<file path="src/rtl/piso_serializer_pkg.sv">
// Shared types and constants for the parallel-in, serial-out unloader.
package piso_serializer_pkg;

    typedef enum logic {IDLE, SHIFT} ser_state_t;

    localparam int unsigned SER_N_DEFAULT = 4;

    // Bit-counter width: max(1, clog2(n)).
    function automatic int unsigned ser_cnt_width(input int unsigned n);
        return (n > 2) ? $clog2(n) : 1;
    endfunction

endpackage

</file>
<file path="src/rtl/piso_serializer_if.sv">
// Parallel-word input and serial-bit output handshakes of the serializer.
interface piso_serializer_if #(
    parameter int unsigned N = piso_serializer_pkg::SER_N_DEFAULT
);
    logic         in_valid;
    logic         in_ready;
    logic [N-1:0] in_data;
    logic         out_valid;
    logic         out_ready;
    logic         out_bit;
    logic         out_last;

    modport master (
        output in_valid, in_data, out_ready,
        input  in_ready, out_valid, out_bit, out_last
    );

    modport slave (
        input  in_valid, in_data, out_ready,
        output in_ready, out_valid, out_bit, out_last
    );
endinterface

</file>
<file path="src/rtl/piso_serializer.sv">
// Loads an N-bit word on valid/ready and shifts it out one bit per serial transfer,
// flagging the final bit; a waiting word is loaded on the last-bit edge with no bubble.
module piso_serializer
    import piso_serializer_pkg::*;
#(
    parameter int unsigned N         = SER_N_DEFAULT,
    parameter bit          MSB_FIRST = 1'b1
) (
    input  logic              clk,
    input  logic              rst,
    piso_serializer_if.slave  bus,
    output logic              busy
);
    localparam int unsigned   CW       = ser_cnt_width(N);
    localparam logic [CW-1:0] LAST_IDX = CW'(N - 1);

    ser_state_t     state_q, state_d;
    logic [N-1:0]   shreg_q, shreg_d;
    logic [N-1:0]   shifted;
    logic [CW-1:0]  cnt_q, cnt_d;
    logic           accept;
    logic           xfer;

    assign bus.out_valid = (state_q == SHIFT);
    assign bus.out_bit   = MSB_FIRST ? shreg_q[N-1] : shreg_q[0];
    assign bus.out_last  = (state_q == SHIFT) && (cnt_q == LAST_IDX);
    assign busy          = (state_q == SHIFT);

    assign xfer         = bus.out_valid && bus.out_ready;
    // Ready early on the last-bit transfer so the next word loads on the same edge.
    assign bus.in_ready = !rst && ((state_q == IDLE) || (xfer && bus.out_last));
    assign accept       = bus.in_valid && bus.in_ready;

    assign shifted = MSB_FIRST ? {shreg_q[N-2:0], 1'b0} : {1'b0, shreg_q[N-1:1]};

    always_comb begin
        state_d = state_q;
        shreg_d = shreg_q;
        cnt_d   = cnt_q;
        if (accept) begin
            shreg_d = bus.in_data;
            cnt_d   = '0;
            state_d = SHIFT;
        end else if (xfer) begin
            shreg_d = shifted;
            if (bus.out_last) begin
                cnt_d   = '0;
                state_d = IDLE;
            end else begin
                cnt_d = cnt_q + CW'(1);
            end
        end
    end

    always_ff @(posedge clk) begin
        if (rst) begin
            state_q <= IDLE;
            shreg_q <= '0;
            cnt_q   <= '0;
        end else begin
            state_q <= state_d;
            shreg_q <= shreg_d;
            cnt_q   <= cnt_d;
        end
    end

endmodule

</file>
<file path="src/flat_wrapper.sv">
// flat-port wrapper written by rule: the top's interface ports become plain ports
module piso_serializer_flat import piso_serializer_pkg::*;
#(
    parameter int unsigned N         = SER_N_DEFAULT,
    parameter bit          MSB_FIRST = 1'b1
)
  (clk, rst, busy, bus_in_valid, bus_in_data, bus_out_ready, bus_in_ready, bus_out_valid, bus_out_bit, bus_out_last);
  piso_serializer_if #(.N(N)) bus_i ();
  input  logic clk;
  input  logic rst;
  output logic busy;
  input wire logic [$bits(bus_i.in_valid)-1:0] bus_in_valid;
  input wire logic [$bits(bus_i.in_data)-1:0] bus_in_data;
  input wire logic [$bits(bus_i.out_ready)-1:0] bus_out_ready;
  output wire logic [$bits(bus_i.in_ready)-1:0] bus_in_ready;
  output wire logic [$bits(bus_i.out_valid)-1:0] bus_out_valid;
  output wire logic [$bits(bus_i.out_bit)-1:0] bus_out_bit;
  output wire logic [$bits(bus_i.out_last)-1:0] bus_out_last;
  assign bus_i.in_valid = bus_in_valid;
  assign bus_i.in_data = bus_in_data;
  assign bus_i.out_ready = bus_out_ready;
  assign bus_in_ready = bus_i.in_ready;
  assign bus_out_valid = bus_i.out_valid;
  assign bus_out_bit = bus_i.out_bit;
  assign bus_out_last = bus_i.out_last;
  piso_serializer #(.N(N), .MSB_FIRST(MSB_FIRST)) u_core (.clk(clk), .rst(rst), .bus(bus_i), .busy(busy));
endmodule
</file>
<file path="config.mk">
export PLATFORM = sky130hd
export DESIGN_NAME = piso_serializer_flat
export DESIGN_NICKNAME = d
export VERILOG_FILES = /design/src/rtl/piso_serializer_pkg.sv /design/src/rtl/piso_serializer_if.sv /design/src/rtl/piso_serializer.sv /design/src/flat_wrapper.sv
export SDC_FILE = /design/constraint.sdc
export NUM_CORES = 1
export LEC_CHECK = 0
export CORE_AREA = 3 3 40 42
export DETAILED_ROUTE_END_ITERATION = 7
export DIE_AREA = 0 0 43 45
export GPL_TIMING_DRIVEN = 0
export PLACE_DENSITY_LB_ADDON = 0.05
export SYNTH_ARGS = -nofsm -noshare
export SYNTH_HDL_FRONTEND = slang
export SYNTH_SLANG_ARGS = --single-unit
</file>
<file path="constraint.sdc">
create_clock -name clk -period 1.7 [get_ports clk]
set_input_delay 0.17 -clock clk [delete_from_list [all_inputs] [get_ports clk]]
set_output_delay 0.17 -clock clk [all_outputs]
set_load 0.1 [all_outputs]
</file>
==> results.ini <==
[outcome]
status=complete, no violations

[global_routing]
track_usage=0.113
grt.busiest_layer=met2
globalRouteMet1Util=0.106
grt_util_met2=0.180
antenna_found_initial=0
grt_pass1_vias=346
use_met3=0.0398
grt_max_degree=12
grt_first_pass_wirelength_mm=1.49
grt-ovfl-total=0

[die]
core.rowCount=13
die-area_sq_um=1940
fp.dieH_um=45
die_w_um=43
io_pins=13
coreArea_sq_um=1280
start_util=0.292

[clocking]
clock_path_buffers=2
htree_num_levels=1
root_buffer=clkbuf_4
cts_buffers=3
clkLatencyLatePin_ns=0.26
cts_sinks=7
clk_pin_slew_ns=0.06
cts_tree=done

[sta]
setup_ws_ns=0.0918
setup_tns_ns=0
fin_crit_ns=1.61
post-route-period-util=0.946
finalSetupViolCount=0
grt_setup_unrepaired=no
maxClockFrequency_mhz=622
max-slew-margin-rel=0.359
slew_viol_final=0
worstMarginPinSlew_ns=0.965
final_hold_viol_count=0
fin_skew_ns=0.00438

[place]
portBuffers=10
pre_cts_slack_ns=-0.737
postPlaceCellArea_sq_um=503
gp_congestion=0.661
hpwl_um=669

[layout]
syn_to_final_growth_pct=41.0
nets=65
diodes=0
fillers=130
final_cell_area_sq_um=529
drive_gt1_frac=0.327
postLayoutCoreUtil=0.412

[power]
p_switching_mw=0.157
leakage_nw=0.239
swShare=0.336
p_per_area_nw_per_um2=882
comb_power_share=0.272
p_int_mw=0.310
seqPwrFrac=0.394
clkPwrFrac=0.334
fin_total_pwr_mw=0.467
ir_worst_vdd_mv=0.320

[detailed_routing]
drc=0
vias=389
detail-route-antenna-nets=0
dr.first_iter.drc_count=12
drt-total-wl_um=907
wire_per_inst_um=13.0
viasPerCell=5.56
first_pass_iters=4

[setup_path]
crit_arrival_ns=1.44
path_delay_family=buffers and inverters
crit_chain=dlygate4sd2_1
cpPeakStageDelay_ns=0.86
worst-path-max-fanout=2
critical_path_class=reg -> out
crit_path_top_delay_cell=dlygate4sd2_1
path_buf_inv=1
endpoint_kind=output pin
cp_data_required_time_ns=1.53
crit_path_start_kind=register

[synth]
synth_fa_ha_area_frac=0.0333
synth-compound-area-share=0.223
ys_ff_latch=7
ys_seq_area_frac=0.373
synth_top_family_by_area=compound AO/OA/AOI/OAI gates
synthMuxAreaShare=0.0800
synth_warnings=0
synth-simple-area-share=0.217
syn_inst=41
netlist_area_sq_um=375
avgSynthCellArea_sq_um=9.16
ys_types=19
synth_xor_area_frac=0
synth_nets=50

[flow_run]
max_cap_violations=0

[min_path]
hp-class=in -> reg

## worst paths after layout
check	startpoint	end	slack, ns	cells after the start
worst min register to register	u_core.cnt_q[1]$_SDFFE_PP0P_	u_core.cnt_q[1]$_SDFFE_PP0P_	0.53	2
worst max-delay path	u_core.shreg_q[3]$_SDFFE_PP0P_	bus_out_bit	0.09	1
worst min-delay path	bus_in_valid	u_core.bus.out_valid$_SDFFE_PP0P_	0.26	3
worst max register to register	u_core.cnt_q[0]$_SDFFE_PP0P_	u_core.shreg_q[2]$_SDFFE_PP0P_	0.31	4
## power by group through the flow
stage	sequential, mW	combinational, mW	clock, mW
6_report	0.184	0.127	0.156
5_1_grt	0.185	0.133	0.174
4_1_cts	0.184	0.126	0.163
3_5_place_dp	0.187	0.128	0
3_3_place_gp	0.186	0.126	0
2_1_floorplan	0.211	0.0682	0
## cell type report
type / instances / area (sq um) / share of cell area
Multi-Input combinational cell: 28 / 215 / 0.407
Buffer: 3 / 16.3 / 0.0307
Clock buffer: 4 / 26.3 / 0.0496
Tap cell: 15 / 18.8 / 0.0355
Inverter: 3 / 11.3 / 0.0213
Sequential cell: 7 / 141 / 0.267
Timing Repair Buffer: 10 / 100 / 0.189
## placed cells by master, fill, tap and decap left out, types with 2 or more instances in the layout
master,count
inv_1,3
clkbuf_4,4
a221oi_1,3
dfxtp_1,6
nor2_1,4
and3_2,3
mux2i_1,3
nand2_1,2
clkdlybuf4s15_2,2
nor3_1,2
clkdlybuf4s50_1,5
a211oi_1,3
## metrics by stage
stage               hold WS, ns  cells
floorplan                 0.308     41
global placement          0.511     66
detailed placement        0.521     66
CTS                       0.247     70
global route              0.270     70
finish                    0.263     70
## sequential cells by signal (all words and copies together) (netlist names)
name                  cells
u_core.bus.out_valid      1
u_core.cnt_q              2
u_core.shreg_q            4
## Yosys cell counts, drive strengths merged
cell type | number | area share
dfxtp | 7 | 0.37
nor2 | 5 | 0.050
a211oi | 3 | 0.060
a221oi | 3 | 0.070
and3 | 3 | 0.060
inv | 3 | 0.030
mux2i | 3 | 0.080
and2 | 2 | 0.043
buf | 2 | 0.030
nand2 | 2 | 0.020
nor3 | 2 | 0.027
a21bo | 1 | 0.043
a21boi | 1 | 0.020
clkbuf | 1 | 0.013
ha | 1 | 0.033
nand4 | 1 | 0.017
o221a | 1 | 0.030
## timing repair
item	in CTS	in global routing
hold buffers	0	0
gates resized for setup	19	2
endpoints found under the setup margin	5	2
buffers inserted	0	0
## layer usage
layer,share of wire,vias up
li1,-,176
met1,0.39,185
met2,0.46,23
met3,0.10,5
met4,0.046,0
met5,0,-
## logic make-up after synthesis
| group | Yosys count |
|---|---|
| adders and majority gates | 1 |
| and+or+nand+nor | 15 |
| muxes | 3 |
| buffers and inverters | 6 |
| DFF | 7 |
| AOI/OAI and AO/OA | 9 |
No activity file was read; power rests on OpenSTA's default activity.
